<file path="config.mk">
export PLATFORM = sky130hd
export DESIGN_NAME = uart_note_queue
export DESIGN_NICKNAME = d
export VERILOG_FILES = /design/src/rtl/uart_note_queue.sv
export SDC_FILE = /design/constraint.sdc
export NUM_CORES = 1
export LEC_CHECK = 0
export CORE_MARGIN = 2
export CORE_UTILIZATION = 55
export CTS_BUF_LIST = sky130_fd_sc_hd__clkbuf_16
export CTS_CLUSTER_SIZE = 16
export DETAILED_ROUTE_END_ITERATION = 7
export PLACE_DENSITY = 0.7
export SETUP_SLACK_MARGIN = 0.4
export SLEW_MARGIN = 10
export SYNTH_ARGS = -nofsm -noshare
export SYNTH_HDL_FRONTEND = slang
export SYNTH_SLANG_ARGS = --single-unit
</file>
<file path="constraint.sdc">
create_clock -name sys_clk -period 3.6 [get_ports sys_clk]
set_input_delay 0.72 -clock sys_clk [delete_from_list [all_inputs] [get_ports sys_clk]]
set_output_delay 0.72 -clock sys_clk [all_outputs]
set_load 0.005 [all_outputs]
</file>
<file path="src/rtl/uart_note_queue.sv">
// Byte-driven note sequencer: queues UART note/duration bytes and plays them as timed notes.
// Optional: define UART_NOTE_QUEUE_GAP_EN to insert a 10 ms silence after every note.
module uart_note_queue #(
   parameter int CLK_FREQ = 12000000,
   parameter int DEPTH    = 16
) (
   input  logic                     sys_clk,
   input  logic                     sys_rst_n,
   input  logic                     rx_done,
   input  logic [7:0]               rx_data,
   input  logic                     play_en,
   output logic [4:0]               note_out,
   output logic                     busy,
   output logic [$clog2(DEPTH):0]   fifo_count,
   output logic                     overflow
);

   localparam int TICK_DIV = CLK_FREQ / 1000;
   localparam int PW       = $clog2(DEPTH);
   localparam int TW       = (TICK_DIV > 1) ? $clog2(TICK_DIV) : 1;
   localparam int MW       = 12;

`ifdef UART_NOTE_QUEUE_GAP_EN
   typedef enum logic [1:0] {IDLE, LOAD, PLAY, GAP} state_t;
`else
   typedef enum logic [1:0] {IDLE, LOAD, PLAY} state_t;
`endif

   function automatic logic [MW-1:0] dur_ms(input logic [2:0] dur);
      case (dur)
         3'd2:    dur_ms = MW'(500);
         3'd3:    dur_ms = MW'(1000);
         3'd4:    dur_ms = MW'(2000);
         3'd5:    dur_ms = MW'(4000);
         default: dur_ms = MW'(200);
      endcase
   endfunction

   state_t          state;
   logic            rx_d0, rx_d1;
   logic [7:0]      rx_byte;
   logic [7:0]      mem [DEPTH];
   logic [PW-1:0]   wr_ptr, rd_ptr;
   logic [7:0]      rd_entry;
   logic [MW-1:0]   ms_len, ms_cnt;
   logic [TW-1:0]   tick_cnt;
   logic            byte_evt, flush, wr_req, full, pop, wr_en, wr_drop, tick_last;

   // Stage 0: rx_done edge detection; the byte is captured while rx_done is high
   always_ff @(posedge sys_clk or negedge sys_rst_n) begin
      if (!sys_rst_n) begin
         rx_d0 <= 1'b0;
         rx_d1 <= 1'b0;
      end else begin
         rx_d0 <= rx_done;
         rx_d1 <= rx_d0;
      end
   end

   always_ff @(posedge sys_clk) begin
      if (rx_done) rx_byte <= rx_data;
   end

   assign byte_evt  = rx_d0 & ~rx_d1;
   assign flush     = byte_evt & (rx_byte[2:0] == 3'd0);
   assign wr_req    = byte_evt & (rx_byte[2:0] != 3'd0);
   assign full      = (fifo_count == (PW+1)'(DEPTH));
   assign pop       = (state == LOAD) & (fifo_count != '0) & ~flush;
   assign wr_en     = wr_req & (~full | pop);
   assign wr_drop   = wr_req & full & ~pop;
   assign rd_entry  = mem[rd_ptr];
   assign tick_last = (tick_cnt == TW'(TICK_DIV - 1));
   assign busy      = (state != IDLE);

   // Stage 1: FIFO storage and bookkeeping
   always_ff @(posedge sys_clk) begin
      if (wr_en) mem[wr_ptr] <= rx_byte;
   end

   always_ff @(posedge sys_clk or negedge sys_rst_n) begin
      if (!sys_rst_n) begin
         wr_ptr     <= '0;
         rd_ptr     <= '0;
         fifo_count <= '0;
         overflow   <= 1'b0;
      end else if (flush) begin
         wr_ptr     <= '0;
         rd_ptr     <= '0;
         fifo_count <= '0;
         overflow   <= 1'b0;
      end else begin
         if (wr_en) wr_ptr <= wr_ptr + 1'b1;
         if (pop)   rd_ptr <= rd_ptr + 1'b1;
         case ({wr_en, pop})
            2'b10:   fifo_count <= fifo_count + 1'b1;
            2'b01:   fifo_count <= fifo_count - 1'b1;
            default: fifo_count <= fifo_count;
         endcase
         if (wr_drop) overflow <= 1'b1;
      end
   end

   // Stage 2: playback FSM; flush outranks play_en, which outranks timing
   always_ff @(posedge sys_clk or negedge sys_rst_n) begin
      if (!sys_rst_n) begin
         state    <= IDLE;
         note_out <= 5'd0;
         ms_len   <= '0;
         ms_cnt   <= '0;
         tick_cnt <= '0;
      end else if (flush) begin
         state    <= IDLE;
         note_out <= 5'd0;
         ms_cnt   <= '0;
         tick_cnt <= '0;
      end else if (state != IDLE && !play_en) begin
         state    <= IDLE;
         note_out <= 5'd0;
         ms_cnt   <= '0;
         tick_cnt <= '0;
      end else begin
         case (state)
            IDLE: begin
               note_out <= 5'd0;
               if (play_en && fifo_count != '0) state <= LOAD;
            end
            LOAD: begin
               note_out <= rd_entry[7:3];
               ms_len   <= dur_ms(rd_entry[2:0]);
               ms_cnt   <= '0;
               tick_cnt <= '0;
               state    <= PLAY;
            end
            PLAY: begin
               if (tick_last) begin
                  tick_cnt <= '0;
                  if (ms_cnt == ms_len - 1'b1) begin
                     ms_cnt <= '0;
`ifdef UART_NOTE_QUEUE_GAP_EN
                     state    <= GAP;
                     note_out <= 5'd0;
`else
                     if (fifo_count != '0) begin
                        state <= LOAD;
                     end else begin
                        state    <= IDLE;
                        note_out <= 5'd0;
                     end
`endif
                  end else begin
                     ms_cnt <= ms_cnt + 1'b1;
                  end
               end else begin
                  tick_cnt <= tick_cnt + 1'b1;
               end
            end
`ifdef UART_NOTE_QUEUE_GAP_EN
            GAP: begin
               note_out <= 5'd0;
               if (tick_last) begin
                  tick_cnt <= '0;
                  if (ms_cnt == MW'(9)) begin
                     ms_cnt <= '0;
                     state  <= (fifo_count != '0) ? LOAD : IDLE;
                  end else begin
                     ms_cnt <= ms_cnt + 1'b1;
                  end
               end else begin
                  tick_cnt <= tick_cnt + 1'b1;
               end
            end
`endif
            default: begin
               state    <= IDLE;
               note_out <= 5'd0;
            end
         endcase
      end
   end

endmodule

</file>
-- Word-level counts from Yosys, hierarchy flattened
Memory sizes are Yosys's and may differ from the RTL's.
Index checks and enable logic that the tools add are counted.
- flip-flop bits (word level): 69
- RAM bits: 128
- output and inout bits: 12
- word-level logic and storage cells: 99
- memories kept: 1
- add/sub/neg operators: 7
- equal/unequal tests: 15
- mux-type cells: 33
- bitwise logic cells: 14
- reduce and logical (&&, ||, !) cells: 17
- memories (name ; depth ; width ; rd ports ; clocked after Yosys merged registers in ; write ports ; RTL line ; source):
    mem ; 16 ; 8 ; 1 ; 0 ; 1 ; 42 ; logic [7:0] mem [DEPTH];
- operators by type and width (operator ; count):
    $mux W12 ; 4
    $pmux W12 S4 ; 1
    $mux W14 ; 3
    $mux W5 ; 6
    $pmux W14 S2 ; 1
    $pmux W12 S2 ; 1
    $pmux W5 S2 ; 2
    $mux W4 ; 4
    $ne A4 B4 Y1 const B ; 4
    $add A14 B1 Y14 const B ; 1
    $eq A14 B14 Y1 const B ; 1
    $add A12 B1 Y12 const B ; 1
    $eq A12 B12 Y1 ; 1
    $sub A12 B1 Y12 const B ; 1
    $mux W2 ; 5
    $reduce_and A3 Y1 ; 3
    $add A4 B1 Y4 const B ; 2
    $and A1 B1 Y1 ; 8
    $reduce_bool A2 Y1 ; 4
    $eq A3 B2 Y1 const B ; 2
    $eq A3 B3 Y1 const B ; 2
    $pmux W2 S3 ; 1
    $reduce_bool A3 Y1 ; 2
    $add A5 B1 Y5 const B ; 1
    14 further kinds ; 25

-- Depth between registers and ports, before layout
Gate-level depths: netlist of the first run.
- depth in word-level cells: 10
- mapped depth: 10
- depth with buffers taken out: 10

-- Worst setup path before layout of the first run
No wires, ideal clock.
- path kind: register to register
- start point: reg fifo_count[1]
- end point: reg fifo_count[4]
- data arrival time: 2578 ps
- required time: 3478 ps
- path slack: 900 ps
- stages on the path, launching flop included: 11
- buffers on the path: 0
- cells stage by stage: dfrtp_1 -> or4_1 -> o21a_1 -> nand2_1 -> inv_1 -> ha_1 -> a21o_1 -> a21oi_1 -> xor2_1 -> o21ai_0 -> a32o_1
- cells in the longest elaborated chain, start to end: 8
- RTL lines (element ; RTL line ; source):
    from (decl) ; 14 ; output logic [$clog2(DEPTH):0] fifo_count,
    from (signal assigned) ; 95 ; 2'b10: fifo_count <= fifo_count + 1'b1;
    from (signal assigned) ; 96 ; 2'b01: fifo_count <= fifo_count - 1'b1;
    from (signal assigned) ; 97 ; default: fifo_count <= fifo_count;
    $reduce_bool A5 Y1 ; 68 ; assign pop = (state == LOAD) & (fifo_count != '0) & ~flush;
    $and A1 B1 Y1 (2 in a row) ; 68 ;
    $or A1 B1 Y1 ; 69 ; assign wr_en = wr_req & (~full | pop);
    $and A1 B1 Y1 ; 69 ;
    $eq A2 B1 Y1 or $eq A2 B2 Y1 (tied branches) ; 94 ; case ({wr_en, pop})
    $pmux W5 S2 ; 94 ;
    $mux W5 ; 86 ; end else if (flush) begin
Several ways; a longest one is shown, not always the timed one.
A chain may end at the register's enable or synchronous reset.

-- Worst setup path in the final report of the first run
Ends and elaborated chain as after synthesis.

==> results of run 1 <==
## layout by cell type, fill, tap and decap left out, drive strengths merged, types with 11 or more instances in the layout
cell type	n
clkbuf	17
buf	21
o21ai	24
mux4	38
xor2	24
clkdlybuf4s50	22
inv	25
ha	11
dfrtp	59
edfxtp	136
nor3	23
xnor2	12
nand3	19
nor2	38
nand2	52
## cell families after synthesis
kind of cell / count (synthesis) / synth area share, %
multiplexers: 39 / 10.2
XOR/XNOR: 36 / 3.71
flip-flops: 195 / 65.5
adder cells (fa/ha/maj): 12 / 1.86
buffers and inverters: 37 / 1.71
AND/OR/NAND/NOR: 192 / 11.7
AO/OA/AOI/OAI: 67 / 5.36
## final timing paths
path | start | to | slack, ps | cells after the start
worst min-delay path | sys_rst_n | rd_ptr[1] | 360 | 1
min in group sys_clk | rx_d0 | rx_d1 | 410 | 0
worst max-delay path | fifo_count[1] | fifo_count[4] | 650 | 10
worst min register to register | rx_d0 | rx_d1 | 410 | 0
worst max register to register | fifo_count[1] | fifo_count[4] | 650 | 10
max in group asynchronous | sys_rst_n | ms_len[5] | 2500 | 2
## final cells by class
| type | instances | area (um2) | share of cell area (%) |
|---|---|---|---|
| tap | 188 | 235 | 2.44 |
| clock inverter | 15 | 160 | 1.66 |
| clock buffer | 17 | 425 | 4.42 |
| inverter | 17 | 63.8 | 0.663 |
| timing repair buffer | 43 | 388 | 4.03 |
| sequential | 195 | 5560 | 57.8 |
| multi-input combinational | 346 | 2790 | 29.0 |
## power groups by stage
stage               Sequential, mW  Clock, mW  Combinational [mW]
detailed placement            3.03          0                1.92
CTS                           2.98       1.87                1.93
floorplan                     2.82          0                1.46
global route                  3.02       1.97                2.10
global placement              3.01          0                1.88
finish                        2.98       1.84                1.92
## flip-flops by register name, indices dropped and copies added (netlist names)
register	count
state	2
ms_cnt	12
rx_d1	1
ms_len	10
note_out	5
rx_byte	8
fifo_count	5
overflow	1
rd_ptr	4
mem	128
wr_ptr	4
rx_d0	1
tick_cnt	14
## repair_timing
action                                  in CTS  in global routing
resized for setup                            0                  1
endpoints found under the setup margin       0                  1
hold buffers                                 0                  0
hold endpoints to repair                     0                  0
## critical path: cells and delay by family (launching register included)
| family | cells | cell delay (ps) |
|---|---|---|
| buffers and inverters | 1 | 120 |
| and+or+nand+nor | 2 | 820 |
| xor gates and xnor gates | 1 | 190 |
| DFF | 1 | 420 |
| AOI/OAI and AO/OA | 5 | 960 |
| adders and majority gates | 1 | 330 |
## stage by stage
step                      cells  power, mW  hold WS, ps  util [%]
final                       821       6.74          365      63.6
after global routing        821       7.09          415      63.6
after CTS                   821       6.79          375      63.5
after detailed placement    789       4.94          398      59.7
after global placement      789       4.89          375      59.7
after floorplan             578       4.28          368         -
## layer usage
metal	track usage, %	part of all wire [%]	wire, um
met5	0	0	0
met4	7.05	1.5	268
met3	5.34	6.2	1080
met2	36.1	49	8500
met1	32.2	44	7620
==> metrics.txt, run 1 <==
die area 16500 um2; number of global-route vias before repair 4918; Bufs on Longest Clock Path 2; Leak 3.49 nW; Post-Route WL 17500 um; max_slew headroom 41.5%; crit end category flop; Final nets 644; CTS H-tree lvls 4; routed vias/inst 6.09; placed instance area 9040 um2; P_int 4.52 mW; yosys warns 0; number of I/O port buffers 23; Core ar. 15100 um2; first-pass GRT wire length 27700 um; sequential-to-total area share from yosys stat 65.5%; Layout area overhead 13.3%; Post CTS Setup Buffer Count 0; DRC 0; worst skew pair latency 430 ps; register bit total from synthesis 195; TritonCTS buffer count 17; setup ws final 654 ps; Synth area leader edfxtp_1; hpwl dp 11900 um; Slowest cell on crit path or4_1; clock root buffer clkbuf_16; outcome completed; Slew @ Worst Pin 874 ps; Pre-Repair DR Iteration Count 5; final setup violating endpoints 0; most numerous cell in the Yosys netlist edfxtp_1; num rows 45; WL/cell 21.3 um; initial DRC count 447; Power Dens Cells 700 nW/um2; ys flop type edfxtp_1; Slew Limit Fails 0; Sw Share 33.0%; Max stage delay on crit path 610 ps; Ports 24; Hold Vio Cnt, Final 0; Die Height 128 um; Synth area leaders edfxtp_1 (48%), dfrtp_1 (17%), mux4_2 (10%); CTS tree yes; Worst Hold Class primary input to async pin; EDFF count, synth 136; Cells after Synth 578; ANT cells 0; Max Cap Viol 0; share of cells above drive strength 1 15.8%; Layout Skew 11.7 ps; CP Launch Type flop; Commonest cells post-synth edfxtp_1 (136), dfrtp_1 (59), nand2_1 (52); Clock power frac 27.4%; Flop pwr share 44.1%; Syn Nets 602; Total GRT Usage 22.9%; clock-pin slew on the worst setup and hold paths 70 ps; f_max 339 MHz; via count 4996; worst vdd ir 0.498 mV; Netlist Area Pre-Place 8490 um2; CP required 3920 ps; starting density of the core 56.1%; antenna violations before repair 0; filler instances 1060; NetSw 2.23 mW; unrepaired setup endpoints after global routing false; CP arrival 3270 ps; largest net degree at the start of global routing 35; Setup TNS 0 ps; remaining global-route overflow 0; pre-CTS WS 675 ps; synth unique cells 55; Max FO, Critical Path 6; Final Cell Area 9630 um2; share of the synthesized area in the top cell type 48.1%; die width 128 um; Async S/R FF share, synth 30.3%; cell chain of the critical path or4_1, o21a_1, nand2_1, inv_1, ha_1, a21o_1, a21oi_1, xor2_1, o21ai_0, a32o_1; Post-Syn Area per Cell 14.7 um2; ANT nets after route 0; worst setup path class flop to flop; min Tclk post-route 2950 ps; GPL Wtd Cong 0.843; Gate power share 28.5%; Sink Count 195; part of the cycle the worst path needs 81.8%
Power figures use the tool's default switching activity.
==> run 2: changes to the inputs <==
PLACE_DENSITY = 0.73   (was 0.7)
clock period = 2.41 ns   (was 3.6 ns; I/O delays follow)
==> run 2 against run 1 <==
Net effect:
- the flow now finishes with violations (negative setup slack)
- sequential share of layout area fell by 6.2 points
- sequential power rose by 44%
- worst hold slack improved by 41 ps
- first-iteration DRC count rose by 33%
- clock power rose by 43%
- largest power group is now combinational cells
- highest routed layer unchanged
==> metrics.txt, run 2 (synthesis results as in run 1) <==
Pwr Total 11.3 mW (+68%); Bufs on Longest Clock Path 2 (unchanged); crit end category flop; GPL Wtd Cong 0.825 (-2.1%); number of global-route vias before repair 5404 (+9.9%); Pre-Repair DR Iteration Count 5 (unchanged); reg2reg start ms_len[2]; Post-Route WL 20000 um (+15%); final hold slack 405 ps (+41.0 ps); commonest cells after routing, fill and taps aside edfxtp_1 (136), buf_4 (59), dfrtp_1 (58); Finished Layout Cells 890 (+8.4%); Setup TNS -86.6 ps (-86.6 ps); Total GRT Usage 24.3% (+1.4 points); CTS H-tree lvls 4 (unchanged); failing checks negative setup slack; ANT nets after route 0 (unchanged); clock-pin slew on the worst setup and hold paths 70 ps (about the same); via count 5412 (+8.3%); Crit. path cell count 8 (-2); biggest regs mem (128), tick_cnt (14), ms_cnt (12); dpl cells 827 (+4.8%); Power Dens Cells 1050 nW/um2 (+50%); CP required 2640 ps (-1280 ps); antenna violations before repair 0 (unchanged); share of cells above drive strength 1 33.8% (+18 points); R2R depth 8 (-2); Worst Hold Class flop to flop; outcome complete, but fails checks; largest net degree at the start of global routing 47 (+34%); Sink Count 195 (unchanged); Buf/Inv on CP 1 (unchanged); die area 16500 um2 (unchanged); Final nets 714 (+11%); R2R setup slack -70 ps (-720 ps); Worst path top cell family by delay simple AND/OR/NAND/NOR gates; Largest Register mem; Largest register FFs 128 (unchanged); die width 128 um (unchanged); Core ar. 15100 um2 (unchanged); Leak 4.01 nW (+15%); final setup violating endpoints 2 (+2); worst setup path class flop to flop; worst vdd ir 0.761 mV (+53%); CTS tree yes; Ports 24 (unchanged); Die Height 128 um (unchanged); Max stage delay on crit path 480 ps (-130 ps); DRC 0 (unchanged); remaining global-route overflow 0 (unchanged); CP Launch Point ms_len[2]; initial DRC count 593 (+33%); num rows 45 (unchanged); ANT cells 0 (unchanged); TritonCTS buffer count 17 (unchanged); hpwl dp 12300 um (+3.4%); RR Endpoint state[1]; Final Cell Area 10800 um2 (+12%); f_max 404 MHz (+19%); WL/cell 22.5 um (+5.7%); cell chain of the critical path inv_1, ha_2, or4b_4, or4_4, o21bai_4, o211ai_4, nor3_4, o211ai_1; Slew @ Worst Pin 722 ps (-152 ps); Hold Vio Cnt, Final 0 (unchanged); unrepaired setup endpoints after global routing true; worst skew pair latency 430 ps (about the same); first-pass GRT wire length 29500 um (+6.4%); setup ws final -68.3 ps (-722 ps); number of I/O port buffers 23 (unchanged); Layout Skew 12.2 ps (+0.485 ps); routed vias/inst 6.08 (about the same); Slew Limit Fails 0 (unchanged); clock root buffer clkbuf_16; min Tclk post-route 2480 ps (-468 ps); placed instance area 9460 um2 (+4.7%); max_slew headroom 51.6% (+10 points); Critical Path Sink state[1]; most common cell after layout, fill and taps aside edfxtp_1; Layout area overhead 27.1%; CP arrival 2710 ps (-560 ps); part of the cycle the worst path needs 103% (+21 points); starting density of the core 56.1% (unchanged); CP Launch Type flop; Core Util, Final 71.3% (+7.7 points); Max Cap Viol 0 (unchanged); Slowest cell on crit path or4b_4; pre-CTS WS -106 ps (-781 ps); Max FO, Critical Path 4 (-2)
run 2: cell count changes in the layout (fill, tap and decap cells not counted), moves of 5 or more:
cell | previous run | this run
nor3_1 | 21 | 11
and2_4 | 0 | 8
nor2_1 | 38 | 33
buf_6 | 0 | 16
nor3_4 | 0 | 8
nand2_1 | 52 | 46
and2_1 | 8 | 0
o21ai_0 | 18 | 9
o21ai_2 | 1 | 6
buf_12 | 1 | 9
buf_4 | 19 | 59
nand3_1 | 19 | 14
run 2: how the worst min path moves through the flow:
stage / depth (start not counted) / slack, ps / start / end
2_1_floorplan: 0 / 190 / sys_rst_n / fifo_count[0]
3_3_place_gp: 0 / 380 / rx_d0 / rx_d1
3_5_place_dp: 0 / 390 / rx_d0 / rx_d1
4_1_cts: 0 / 410 / rx_d0 / rx_d1
5_1_grt: 0 / 420 / rx_d0 / rx_d1
6_report: 0 / 410 / rx_d0 / rx_d1
run 2: repair_timing:
item / CTS / global route
gates resized for setup: 66 / 54
hold buffers: 1 / 0
endpoints found under the hold margin: 13 / 0
endpoints found under the setup margin: 174 / 172
gates cloned: 2 / 0
pin swaps: 18 / 28
setup buffers: 11 / 18
run 2: final cells by class:
cell class              instances  area [um2]
inverters                      17        66.3
flip-flops and latches        195        5560
well taps                     188         235
repair buffers                113        1140
multi-input cells             346        3240
clock inverters                14         121
clock buffers                  17         425
fillers                       889        4350
run 2: metal layers:
layer	global-route usage, %	vias up	wire length, um
met3	4.26	42	1100
met2	42.2	192	10500
met5	0	-	0
met4	7.18	0	492
met1	31.6	2763	7900
li1	-	2415	-
run 2: where the power goes:
group	internal [mW]	total, mW	switching [mW]	leakage [nW]
Sequential	3.93	4.28	0.354	2.01
Combinational	2.27	4.43	2.16	1.74
Clock	1.35	2.63	1.28	0.267
Total	7.55	11.3	3.80	4.01
